===== src/rtl/rr_arb2.sv =====
// Two-requester round-robin arbiter. Bit 0 is the ALU, bit 1 the LSU; after
// reset the ALU is favoured because the pointer claims the LSU was served last.
module rr_arb2 (
  input  logic       clk,
  input  logic       rst,
  input  logic [1:0] req,
  output logic [1:0] gnt
);

  logic last_r;  // 1: requester 1 won the most recent grant

  // Grant selection: a lone requester always wins, contention goes to the other side of last_r
  always_comb begin
    gnt = 2'b00;
    case (req)
      2'b01:   gnt = 2'b01;
      2'b10:   gnt = 2'b10;
      2'b11:   gnt = last_r ? 2'b01 : 2'b10;
      default: gnt = 2'b00;
    endcase
  end

  // Pointer moves only when something is actually granted
  always_ff @(posedge clk) begin
    if (rst) begin
      last_r <= 1'b1;
    end else if (gnt != 2'b00) begin
      last_r <= gnt[1];
    end else begin
      last_r <= last_r;
    end
  end

endmodule


===== src/rtl/regfile_wb_sched.sv =====
// Write-back scheduler and per-register busy scoreboard in front of the single
// register-array write port. Register 0 is never busy and is never written.
module regfile_wb_sched #(
  parameter int WIDTH   = 32,
  parameter int REG_NUM = 16
) (
  input  logic               clk,
  input  logic               rst,
  input  logic               iss_valid,
  input  logic               iss_wen,
  input  logic [4:0]         iss_rd,
  input  logic [4:0]         iss_rs1,
  input  logic [4:0]         iss_rs2,
  output logic               iss_ready,
  input  logic               alu_valid,
  input  logic [4:0]         alu_rd,
  input  logic [WIDTH-1:0]   alu_data,
  output logic               alu_ready,
  input  logic               lsu_valid,
  input  logic [4:0]         lsu_rd,
  input  logic [WIDTH-1:0]   lsu_data,
  output logic               lsu_ready,
  output logic               rf_wen,
  output logic [4:0]         rf_waddr,
  output logic [WIDTH-1:0]   rf_wdata,
  output logic [REG_NUM-1:0] busy,
  output logic               err
);

  localparam int AW = 5;

  logic [REG_NUM-1:0] busy_r;
  logic               rf_wen_r;
  logic [AW-1:0]      rf_waddr_r;
  logic [WIDTH-1:0]   rf_wdata_r;
  logic               err_r;

  logic [1:0]         gnt_s;
  logic               grant_s;
  logic [AW-1:0]      g_rd_s;
  logic [WIDTH-1:0]   g_data_s;
  logic               g_legal_s;
  logic               g_busy_s;
  logic               grant_err_s;
  logic               rs1_busy_s;
  logic               rs2_busy_s;
  logic               rd_busy_s;
  logic               iss_ready_s;
  logic               issue_fire_s;
  logic               issue_ill_s;
  logic               issue_err_s;
  logic [REG_NUM-1:0] set_mask_s;
  logic [REG_NUM-1:0] clr_mask_s;
  logic [REG_NUM-1:0] x0_mask_s;

  // One-hot decode of a register index; out-of-range indices decode to nothing
  function automatic logic [REG_NUM-1:0] dec(input logic [AW-1:0] idx);
    logic [REG_NUM-1:0] m;
    m = '0;
    for (int i = 0; i < REG_NUM; i++) begin
      m[i] = (idx == AW'(i));
    end
    return m;
  endfunction

  function automatic logic legal(input logic [AW-1:0] idx);
    return (32'(idx) < REG_NUM);
  endfunction

  rr_arb2 u_arb (
    .clk (clk),
    .rst (rst),
    .req ({lsu_valid, alu_valid}),
    .gnt (gnt_s)
  );

  assign alu_ready = gnt_s[0];
  assign lsu_ready = gnt_s[1];
  assign grant_s   = gnt_s[0] | gnt_s[1];
  assign x0_mask_s = {{(REG_NUM-1){1'b1}}, 1'b0};

  // Granted write-back payload mux
  always_comb begin
    g_rd_s   = alu_rd;
    g_data_s = alu_data;
    if (gnt_s[1]) begin
      g_rd_s   = lsu_rd;
      g_data_s = lsu_data;
    end else begin
      g_rd_s   = alu_rd;
      g_data_s = alu_data;
    end
  end

  // Hazard check and scoreboard update masks; x0 is masked out of every lookup
  always_comb begin
    rs1_busy_s   = |(busy_r & x0_mask_s & dec(iss_rs1));
    rs2_busy_s   = |(busy_r & x0_mask_s & dec(iss_rs2));
    rd_busy_s    = |(busy_r & x0_mask_s & dec(iss_rd));
    iss_ready_s  = !rs1_busy_s && !rs2_busy_s && !(iss_wen && rd_busy_s);
    issue_fire_s = iss_valid && iss_ready_s;
    issue_ill_s  = !legal(iss_rs1) || !legal(iss_rs2) || (iss_wen && !legal(iss_rd));
    issue_err_s  = issue_fire_s && issue_ill_s;
    g_legal_s    = legal(g_rd_s);
    g_busy_s     = |(busy_r & x0_mask_s & dec(g_rd_s));
    grant_err_s  = grant_s && (!g_legal_s || (g_rd_s != 5'd0 && !g_busy_s));
    if (issue_fire_s && iss_wen && !issue_ill_s && iss_rd != 5'd0) begin
      set_mask_s = dec(iss_rd);
    end else begin
      set_mask_s = '0;
    end
    if (rf_wen_r) begin
      clr_mask_s = dec(rf_waddr_r);
    end else begin
      clr_mask_s = '0;
    end
  end

  // Scoreboard, write stage and sticky error
  always_ff @(posedge clk) begin
    if (rst) begin
      busy_r     <= '0;
      rf_wen_r   <= 1'b0;
      rf_waddr_r <= 5'd0;
      rf_wdata_r <= '0;
      err_r      <= 1'b0;
    end else begin
      busy_r <= ((busy_r & ~clr_mask_s) | set_mask_s) & x0_mask_s;
      // x0 and illegal destinations are accepted but never reach the array
      if (grant_s && g_rd_s != 5'd0 && g_legal_s) begin
        rf_wen_r   <= 1'b1;
        rf_waddr_r <= g_rd_s;
        rf_wdata_r <= g_data_s;
      end else begin
        rf_wen_r   <= 1'b0;
        rf_waddr_r <= rf_waddr_r;
        rf_wdata_r <= rf_wdata_r;
      end
      if (grant_err_s || issue_err_s) begin
        err_r <= 1'b1;
      end else begin
        err_r <= err_r;
      end
    end
  end

  assign iss_ready = iss_ready_s;
  assign rf_wen    = rf_wen_r;
  assign rf_waddr  = rf_waddr_r;
  assign rf_wdata  = rf_wdata_r;
  assign busy      = busy_r;
  assign err       = err_r;

endmodule


===== config.mk =====
export PLATFORM = sky130hd
export DESIGN_NAME = regfile_wb_sched
export DESIGN_NICKNAME = d
export VERILOG_FILES = /design/src/rtl/rr_arb2.sv /design/src/rtl/regfile_wb_sched.sv
export SDC_FILE = /design/constraint.sdc
export NUM_CORES = 1
export LEC_CHECK = 0
export ABC_AREA = 1
export CORE_MARGIN = 2
export CORE_UTILIZATION = 46
export DETAILED_ROUTE_END_ITERATION = 16
export PLACE_DENSITY = 0.91
export SLEW_MARGIN = 25
export SYNTH_ARGS = -nofsm -noshare
export SYNTH_HDL_FRONTEND = slang
export SYNTH_SLANG_ARGS = --single-unit

===== constraint.sdc =====
create_clock -name clk -period 2.8 [get_ports clk]
set_clock_uncertainty 0.2 [all_clocks]
set_input_delay 0.56 -clock clk [delete_from_list [all_inputs] [get_ports clk]]
set_output_delay 0.56 -clock clk [all_outputs]
set_load 0.005 [all_outputs]

After elaboration in Yosys (flattened, before gate mapping)
Index checks and enable logic that the tools add are counted.
{"block": "word_totals", "regBits": 56, "wordCells": 142}
{"block": "classes", "n_lt_le_gt_ge": 4, "eq_ne": 78, "mux": 7, "bitwise_logic": 8, "n_reduce_logical": 38}
{"op": "$eq A5 B4 Y1 const B", "count": 40}
{"op": "$eq A5 B3 Y1 const B", "count": 20}
{"op": "$and A16 B16 Y16", "count": 5}
{"op": "$reduce_or A16 Y1", "count": 4}
{"op": "$eq A5 B2 Y1 const B", "count": 10}
{"op": "$mux W16", "count": 2}
{"op": "$mux W32", "count": 1}
{"op": "$eq A5 B1 Y1 const B", "count": 5}
{"op": "$logic_not A5 Y1", "count": 5}
{"op": "$lt A5 B5 Y1 const B", "count": 4}
{"op": "$not A16 Y16", "count": 1}
{"op": "$or A16 B16 Y16", "count": 1}
{"op": "$logic_and A1 B1 Y1", "count": 13}
{"op": "$reduce_bool A5 Y1", "count": 2}
{"op": "$logic_not A1 Y1", "count": 9}
{"op": "$pmux W2 S3", "count": 1}
{"op": "$mux W5", "count": 1}
{"op": "$eq A2 B2 Y1 const B", "count": 2}
{"op": "$logic_or A1 B1 Y1", "count": 4}
{"op": "$eq A2 B1 Y1 const B", "count": 1}
{"op": "$mux W2", "count": 1}
{"op": "$reduce_bool A2 Y1", "count": 1}
{"op": "$mux W1", "count": 1}
{"op": "$or A1 B1 Y1", "count": 1}

Longest topological paths before layout
Gate-level depths: netlist (run 1).
{"block": "logic_depth", "word_depth": 12, "mapped_depth": 15, "depth_no_buf": 15}

Hierarchy
From an unflattened synthesis (run 1), not the netlist that was laid out.
{"block": "unflattened", "cells_unflattened": 543, "hier_area_um2": 3326.9}
{"mod": "regfile_wb_sched", "instances": 1, "cells_per_inst": 533, "area_per_inst_um2": 3270.6, "seq_area_each_um2": 1081.0}
{"mod": "rr_arb2", "instances": 1, "cells_per_inst": 10, "area_per_inst_um2": 56.3, "seq_area_each_um2": 20.0}

Worst setup path before layout (run 1)
Ideal clock, no wire load.
{"block": "synth_timing", "path_kind": "input port to output port", "startpoint": "input port iss_rd[2]", "endpoint": "output port iss_ready", "arrival_ns": 1.600, "path_slack_ns": 0.440, "cell_stages": 12, "path_buffers": 1, "path_cell_list": "inv_1 nor2_1 inv_1 nor2_1 nand2_1 nand2_1 inv_1 nand3_1 nor2_1 nor2_1 nor2_4 buf_4"}
{"block": "synth_via", "elab_chain_cells": 6}
{"item": "from (decl)", "line": "regfile_wb_sched.sv:11", "rtl": "input logic [4:0] iss_rd,"}
{"item": "$eq A5 B1 Y1 (tied with other cells)", "line": "regfile_wb_sched.sv:61", "rtl": "m[i] = (idx == AW'(i));"}
{"item": "$and A16 B16 Y16 (*)", "line": "regfile_wb_sched.sv:99", "rtl": "rd_busy_s = |(busy_r & x0_mask_s & dec(iss_rd));"}
{"item": "$reduce_or A16 Y1 (*)", "line": "regfile_wb_sched.sv:99"}
{"item": "$logic_and A1 B1 Y1 (*)", "line": "regfile_wb_sched.sv:100", "rtl": "iss_ready_s = !rs1_busy_s && !rs2_busy_s && !(iss_wen && rd_busy_s);"}
{"item": "$logic_not A1 Y1 (*)", "line": "regfile_wb_sched.sv:100"}
{"item": "$logic_and A1 B1 Y1 (*)", "line": "regfile_wb_sched.sv:100"}
{"item": "to (decl)", "line": "regfile_wb_sched.sv:14", "rtl": "output logic iss_ready,"}
Every way passes the cells marked *; elsewhere a longest branch is shown, timed or not.

Worst setup path in the final report (run 1)
{"block": "layout_timing", "startpoint": "input port alu_valid", "endpoint": "output port lsu_ready"}
{"block": "layout_via", "elab_chain_cells": 2}
{"item": "from (decl)", "line": "regfile_wb_sched.sv:15", "rtl": "input logic alu_valid,"}
{"item": "$eq A2 B2 Y1 / $eq A2 B1 Y1 (equally long branches)", "line": "rr_arb2.sv:15", "rtl": "case (req)"}
{"item": "$pmux W2 S3 (*)", "line": "rr_arb2.sv:15"}
{"item": "to (decl)", "line": "regfile_wb_sched.sv:22", "rtl": "output logic lsu_ready,"}
Marked as above.

==> results.py, run 1 <==
metrics = {
    "place": {
        "dp_cells": 827,
        "hpwl_microns": 9810,
        "dpl_cell_area_sq_mm": 0.00521,
        "io_buffers": 151,
        "place.gp.congestion": 0.921,
    },
    "timing": {
        "max_slew_margin": 0.632,
        "drv_slew": 0,
        "rsz0062_at_grt": "no",
        "holdWs_ps": 264,
        "finalSetupViolCount": 0,
        "finalCritPeriodShare": 0.972,
        "final.setup.tns_ps": 0,
        "post-route-min-period_ps": 2720,
        "hold_viol": 0,
        "fmax_mhz": 368,
        "worstMarginPinSlew_ps": 551,
    },
    "critical_path": {
        "startpoint_type": "primary input",
        "worstPathMaxFanout": 12,
        "crit_type": "in2out",
        "cp_data_required_time_ps": 2040,
        "cp.arrival_ps": 1960,
        "end_kind": "output port",
    },
    "power_and_ir_drop": {
        "max-vdd-ir-drop_mv": 0.289,
        "powerDensity_mw_per_mm2": 362,
        "leakagePower_nw": 2.35,
        "total_power_mw": 1.95,
    },
    "floorplan": {
        "die_h_microns": 90.3,
        "row_count": 31,
        "fp.coreArea_sq_mm": 0.00721,
        "initial_utilization": 0.475,
        "dieArea_sq_mm": 0.00815,
        "io_pins": 153,
        "die_w_microns": 90.3,
    },
    "global_routing": {
        "grt_pass1_vias": 4497,
        "antenna_found_initial": 0,
        "grtUsageTotal": 0.302,
        "grt_pass1_wl_microns": 20200,
        "grt_max_degree": 44,
        "grt_overflow_total": 0,
    },
    "flow_run": {
        "cap_violations": 0,
    },
    "synth": {
        "ys_seq_elements": 55,
        "synth.distinct_cells": 28,
        "netlist_instances": 567,
        "synth_flop_cell": "dfxtp_1",
        "syn_nets": 662,
        "syn_area_per_cell_sq_um": 6.04,
        "async_flop_share": 0,
        "ys_seq_area_frac": 0.322,
        "synth_edf_count": 0,
        "yosysWarnings": 0,
        "syn_area_sq_mm": 0.00342,
    },
    "clock_network": {
        "clk_pin_slew_ps": 100,
        "clockRootBuffer": "clkbuf_8",
        "ctsHoldBuffers": 0,
        "cts_sinks": 55,
        "clock_latency_ps": 310,
        "numCtsBuffers": 5,
        "cts_tree": "done",
        "cts_max_level": 2,
        "clockBufferDepth": 2,
    },
    "detailed_routing": {
        "ant_nets": 0,
        "drt_pass1_iterations": 6,
        "num_vias": 4617,
        "routed_wl_microns": 12800,
        "post-route-drc-count": 0,
        "vias_per_cell": 5.52,
        "drt_iter0_drc": 330,
        "wire_per_inst_microns": 15.3,
    },
    "layout": {
        "fillers": 566,
        "num_antenna_cells": 0,
        "stdcell_area_sq_mm": 0.00538,
        "layout-drive-gt1-share": 0.113,
        "fin_cells": 836,
        "layout.nets": 831,
        "area_growth_pct": 57.1,
    },
    "outcome": {
        "status": "finished, final reports clean",
    },
    "worst_hold_path": {
        "hp-class": "reg2reg",
    },
}
-- logic make-up after synthesis --
logic type             share of synthesized area
DFF                                        0.322
and+or+nand+nor                            0.406
other                                    0.00110
AOI/OAI and AO/OA                          0.174
buffers and inverters                     0.0979
-- per-layer routing --
layer / share of wire / GRT usage / routed length (microns) / up-vias
li1: - / - / - / 2216
met1: 0.37 / 0.339 / 4790 / 2089
met2: 0.48 / 0.539 / 6220 / 261
met3: 0.093 / 0.0668 / 1190 / 51
met4: 0.049 / 0.147 / 622 / 0
met5: 0 / 0 / 0 / -
-- synth_stat cells (2+ instances only) --
master | n | share of area
nand3b_1 | 3 | 0.0066
o21ai_0 | 17 | 0.025
nand3_1 | 47 | 0.069
inv_1 | 47 | 0.052
o21ai_1 | 34 | 0.050
nor2_1 | 60 | 0.066
dfxtp_1 | 55 | 0.32
nand4_1 | 22 | 0.040
a31oi_1 | 32 | 0.058
buf_4 | 2 | 0.0044
clkbuf_1 | 12 | 0.013
nand2_1 | 184 | 0.20
buf_2 | 6 | 0.0088
buf_6 | 4 | 0.013
a21oi_1 | 23 | 0.034
nor2_4 | 2 | 0.0066
nand2_4 | 2 | 0.0066
nor3_1 | 3 | 0.0044
inv_2 | 3 | 0.0033
-- critical path: stages --
cell and delay, ps:
clkdlybuf4s50_1 480, nand2_4 170, nand2_4 120, inv_2 120, clkdlybuf4s50_1 510
-- flip-flops by register name, summed over array words and instances (netlist names) --
signal / count
rf_wdata: 32
busy: 15
u_arb.last_r: 1
rf_wen: 1
err: 1
rf_waddr: 5
-- placed cells by master, fill, tap and decap left out, types with 3 or more instances in the layout --
cell type and n:
nand2_1 181, clkdlybuf4s50_1 135, dfxtp_1 55, inv_1 45, nand3_1 44, nor2_1 44
o21ai_1 34, buf_4 34, a31oi_1 32, a21oi_1 23, nand4_1 22, o21ai_0 17
nor2_2 13, dlygate4sd2_1 10, clkbuf_8 6, nor2_4 5, clkbuf_2 5, inv_2 4
nand2_2 4, nor3_1 3, nand3_4 3, nand3b_1 3
-- stage by stage --
| step | util | setup WS (ps) |
|---|---|---|
| 2_1_floorplan | - | 440 |
| 6_report | 0.746 | 79.2 |
| 5_1_grt | 0.746 | 24.3 |
| 4_1_cts | 0.739 | 19.7 |
| 3_5_place_dp | 0.722 | -407 |
| 3_3_place_gp | 0.722 | -365 |
-- area by class of cell --
| type | instances | area (sq um) | area share |
|---|---|---|---|
| Multi-Input combinational cell | 436 | 2090 | 0.388 |
| Timing Repair Buffer | 187 | 1770 | 0.329 |
| Sequential cell | 55 | 1100 | 0.205 |
| Inverter | 51 | 199 | 0.0370 |
| Tap cell | 99 | 124 | 0.0230 |
| Clock buffer | 6 | 82.6 | 0.0153 |
| Clock inverter | 2 | 13.8 | 0.00256 |
-- repair_timing --
action,CTS,global route
setup buffers,0,1
resized for setup,31,26
setup endpoints to repair,1,1
pin swaps,5,4
-- power by group --
part	leakage [nW]	total, mW	internal, mW	switching, mW
Clock	0.0516	0.468	0.203	0.265
Sequential	0.452	0.878	0.839	0.0384
Combinational	1.85	0.601	0.315	0.286
-- final timing paths --
check / start / to / slack, ps / depth (start not counted)
max: alu_valid / lsu_ready / 80 / 5
min: rf_waddr[4] / rf_waddr[4] / 260 / 2
max reg2reg: u_arb.last_r / rf_wdata[0] / 640 / 12
min reg2reg: rf_waddr[4] / rf_waddr[4] / 260 / 2
Note: power is estimated with default switching activity, not from simulation.
==> inputs of run 2 (changes only) <==
- CORE_UTILIZATION: 46 -> 38
- PLACE_DENSITY: 0.91 -> 0.81
- clock period: 2.8 -> 2.4 ns (I/O delays scaled with it)
==> run 2 against run 1 <==
Compared with the run above:
- cell area is 6.6% higher
- combinational power is 22% higher
- wire length is 1.5% lower
- die area is 20% higher
- core utilization is 8.8 points lower
- global-route usage is 5.5 points lower
- sequential cell count stayed put
- critical path depth is 7 higher
- largest power group unchanged
==> results.py, run 2 (synthesized netlist as in run 1, its figures left out) <==
metrics = {
    "timing": {
        "drv_slew": 0,
        "holdWs_ps": 284,
        "setup_ws_ps": 37.5,
        "post-route-min-period_ps": 2360,
        "final.setup.tns_ps": 0,
        "finalSetupViolCount": 0,
        "fmax_mhz": 423,
        "hold_viol": 0,
        "rsz0062_at_grt": "yes",
        "finalCritPeriodShare": 0.984,
    },
    "outcome": {
        "status": "finished, final reports clean",
    },
    "power_and_ir_drop": {
        "leakagePower_nw": 2.53,
        "max-vdd-ir-drop_mv": 0.319,
        "powerDensity_mw_per_mm2": 436,
    },
    "clock_network": {
        "cts_sinks": 55,
        "clk_pin_slew_ps": 110,
        "clock_latency_ps": 310,
        "cts_max_level": 2,
        "clockBufferDepth": 2,
        "clockRootBuffer": "clkbuf_8",
        "ctsHoldBuffers": 0,
        "cts_tree": "done",
        "numCtsBuffers": 5,
    },
    "global_routing": {
        "grt_pass1_vias": 4368,
        "use_met3": 0.0709,
        "grt_pass1_wl_microns": 19900,
        "busiest_layer": "met2",
        "grt_overflow_total": 0,
        "antenna_found_initial": 0,
        "grt_max_degree": 39,
        "met1_usage": 0.280,
        "grtUsageTotal": 0.247,
        "grt_util_met2": 0.433,
    },
    "detailed_routing": {
        "vias_per_cell": 5.19,
        "routed_wl_microns": 12600,
        "num_vias": 4539,
        "post-route-drc-count": 0,
        "wire_per_inst_microns": 14.4,
        "drt_pass1_iterations": 4,
        "drt_iter0_drc": 214,
        "ant_nets": 0,
    },
    "critical_path": {
        "regToRegStartpoint": "busy[3]",
        "crit_type": "in2out",
        "startpoint_type": "primary input",
        "ff2ff_path_depth": 13,
        "end_kind": "output port",
        "critPathMaxStageDelay_ps": 160,
        "worstPathMaxFanout": 6,
        "crit_slowest_cell": "buf_4",
        "reg2reg_to": "busy[4]",
        "r2r_setup_slack_ps": 390,
        "cp.arrival_ps": 1680,
        "path_common_cell": "nor2_4",
        "cp_cell_sequence": "buf_4, nor2_4, nand2_2, nor2_4, nand2_1, nand2_2, nor2_1, nand3_1, nor2_2, nor2_2, nor2_4, buf_2",
        "worstSetupStartpoint": "iss_rd[0]",
        "critPathCapture": "iss_ready",
        "cp_data_required_time_ps": 1720,
    },
    "place": {
        "io_buffers": 151,
        "hpwl_microns": 9350,
        "place.gp.congestion": 0.942,
        "dp_slack_ps": -645,
    },
    "floorplan": {
        "row_count": 34,
        "die_h_microns": 98.9,
        "fp.coreArea_sq_mm": 0.00872,
        "die_w_microns": 98.9,
        "initial_utilization": 0.393,
        "io_pins": 153,
        "dieArea_sq_mm": 0.00979,
    },
    "layout": {
        "layout.nets": 861,
        "largest_reg_flops": 32,
        "area_growth_pct": 67.5,
        "final_cell_mix": "nand2_1, clkdlybuf4s50_1, buf_4",
        "num_antenna_cells": 0,
        "final_util": 0.658,
        "fillers": 780,
        "final_common_cell": "nand2_1",
        "layout-drive-gt1-share": 0.169,
    },
    "worst_hold_path": {
        "hp-class": "reg2reg",
        "hp-start": "rf_waddr[4]",
    },
    "flow_run": {
        "cap_violations": 0,
    },
}
==> run 2: cell count changes in the layout (fill, tap and decap cells not counted), sizes merged <==
cell           change
buf               +34
bufinv             +2
clkdlybuf4s15      +2
clkdlybuf4s50      -3
clkinv             -1
dlygate4sd2        -4
==> run 2: cell type report <==
cell class	count	area [sq um]	share of cell area
multi-input combinational	436	2160	0.376
timing repair buffer	217	2000	0.348
sequential	55	1100	0.192
inverter	51	204	0.0356
tap	108	135	0.0236
clock inverter	3	71.3	0.0124
clock buffer	5	68.8	0.0120
==> run 2: worst min path at each step <==
stage,depth (start not counted),slack (ps),end
floorplan,2,250,rf_waddr[4]
global placement,2,250,rf_waddr[4]
detailed placement,2,270,rf_waddr[4]
CTS,2,280,rf_waddr[4]
global route,2,320,rf_waddr[4]
finish,2,280,rf_waddr[4]
==> run 2: stage by stage <==
step,cell area (sq um),power (mW),cells
finish,5740,2.50,875
global route,5740,2.63,875
CTS,5680,2.51,872
detailed placement,5410,1.74,859
global placement,5410,1.73,859
floorplan,3420,1.32,567
==> run 2: where the power goes <==
part,leakage [nW],switching (mW),internal [mW]
registers,0.452,0.0428,0.979
logic,2.01,0.332,0.398
clock network,0.0703,0.327,0.424
total,2.53,0.702,1.80
==> run 2: what timing repair did <==
| action | CTS | global route |
|---|---|---|
| resized for setup | 62 | 44 |
| setup buffers | 5 | 3 |
| pin swaps | 9 | 12 |
| setup endpoints to repair | 3 | 6 |
==> run 2: critical path: cells and delay by family <==
family / cells / cell delay (ps)
buffers and inverters: 2 / 280
and+or+nand+nor: 10 / 920
==> run 2: layer usage <==
metal	up-vias	wire length, microns
met2	187	6330
met3	28	1030
met4	0	354
met5	-	0
met1	2044	4910
li1	2280	-
==> inputs of run 3 (changes only) <==
- GPL_ROUTABILITY_DRIVEN: default -> 0
- REMOVE_ABC_BUFFERS: default -> 1
==> run 3 against run 2 <==
Compared with the run above:
- count of clock-buffer cells in the layout is 1 higher
- sequential cell count is the same
- worst setup slack gained 32 ps
- first-iteration DRC count up 7.0%
==> results.py, run 3 (synthesized netlist as in run 1, its figures left out) <==
metrics = {
    "global_routing": {
        "antenna_found_initial": 0,
        "grt_pass1_wl_microns": 20300,
        "grt_max_degree": 34,
        "grt_overflow_total": 0,
        "grt_pass1_vias": 4514,
        "grtUsageTotal": 0.251,
    },
    "clock_network": {
        "clock_latency_ps": 310,
        "clk_pin_slew_ps": 100,
        "clockRootBuffer": "clkbuf_8",
        "numCtsBuffers": 5,
        "clockBufferDepth": 2,
        "cts_max_level": 2,
        "cts_tree": "done",
        "ctsHoldBuffers": 0,
        "cts_sinks": 55,
    },
    "floorplan": {
        "row_count": 34,
        "initial_utilization": 0.393,
        "die_h_microns": 98.9,
        "die_w_microns": 98.9,
        "io_pins": 153,
        "fp.coreArea_sq_mm": 0.00872,
        "dieArea_sq_mm": 0.00979,
    },
    "place": {
        "io_buffers": 151,
        "dpl_cell_area_sq_mm": 0.00544,
        "hpwl_microns": 9540,
        "dp_slack_ps": -692,
        "dp_cells": 860,
    },
    "power_and_ir_drop": {
        "total_power_mw": 2.39,
        "powerDensity_mw_per_mm2": 415,
        "leakagePower_nw": 2.57,
        "max-vdd-ir-drop_mv": 0.275,
    },
    "timing": {
        "fmax_mhz": 429,
        "finalSetupViolCount": 0,
        "setup_ws_ps": 69.0,
        "hold_viol": 0,
        "post-route-min-period_ps": 2330,
        "max_slew_margin": 0.631,
        "drv_slew": 0,
        "worstMarginPinSlew_ps": 552,
        "finalCritPeriodShare": 0.971,
    },
    "detailed_routing": {
        "ant_nets": 0,
        "wire_per_inst_microns": 14.5,
        "routed_wl_microns": 12800,
        "num_vias": 4619,
        "drt_pass1_iterations": 5,
        "drt_iter0_drc": 229,
        "post-route-drc-count": 0,
        "vias_per_cell": 5.23,
    },
    "critical_path": {
        "worstPathMaxFanout": 4,
        "end_kind": "output port",
        "crit_type": "in2out",
        "startpoint_type": "primary input",
        "cp_data_required_time_ps": 1720,
        "cp.arrival_ps": 1650,
    },
    "layout": {
        "num_antenna_cells": 0,
        "fillers": 733,
        "final_cell_mix": "nand2_1, clkdlybuf4s50_1, buf_4",
        "final_common_cell": "nand2_1",
        "layout.nets": 869,
        "largest_reg_flops": 32,
        "layout-drive-gt1-share": 0.190,
        "stdcell_area_sq_mm": 0.00577,
        "fin_cells": 883,
        "area_growth_pct": 68.6,
    },
    "flow_run": {
        "cap_violations": 0,
    },
    "worst_hold_path": {
        "hp-class": "reg2reg",
    },
    "outcome": {
        "status": "finished, final reports clean",
    },
}
-- run 3: routing by layer --
metal,share of wire,track usage,vias up
li1,-,-,2291
met1,0.38,0.289,2072
met2,0.48,0.433,212
met3,0.091,0.0645,44
met4,0.040,0.115,0
met5,0,0,-
-- run 3: metrics by stage --
step / setup TNS, ps / hold slack (ps) / utilization
after CTS: -72.9 / 278 / 0.653
after floorplan: -910 / 252 / -
after detailed placement: -10860 / 262 / 0.624
after global routing: -7.40 / 302 / 0.662
after global placement: -8390 / 260 / 0.624
final: 0 / 278 / 0.662
-- run 3: timing repair --
item / CTS / global route
pin swaps: 11 / 15
buffers inserted: 12 / 3
gates resized for setup: 53 / 72
setup endpoints to repair: 3 / 3
-- run 3: path summary, 6_finish.rpt --
kind                                  start          end  slack [ps]  cells past startpoint
worst max-delay path              iss_rd[3]    iss_ready          70                     12
worst max register to register      busy[1]     busy[11]         430                     10
worst min register to register  rf_waddr[4]  rf_waddr[4]         280                      2
worst min-delay path            rf_waddr[4]  rf_waddr[4]         280                      2
-- run 3: report_power, final --
part           leakage (nW)  internal, mW  switching (mW)
logic                  2.07         0.407           0.332
registers             0.454         0.978          0.0458
clock network        0.0558         0.316           0.316
total                  2.57          1.70           0.693
-- run 3: critical path, stage by stage --
cell,delay [ps]
buf_4,160
nor2_4,160
inv_1,90
nor2_2,110
nand2_1,60
nand2_1,60
inv_1,60
nand3_1,120
nor2_2,60
nor2_2,120
nor2_4,60
buf_2,120
-- run 3: final cells by class --
class / count / area, sq um / share of cell area
multi-input combinational: 436 / 2140 / 0.370
timing repair buffer: 225 / 2080 / 0.360
sequential: 55 / 1110 / 0.192
inverter: 51 / 204 / 0.0353
tap: 108 / 135 / 0.0234
clock buffer: 6 / 72.6 / 0.0126
clock inverter: 2 / 38.8 / 0.00672
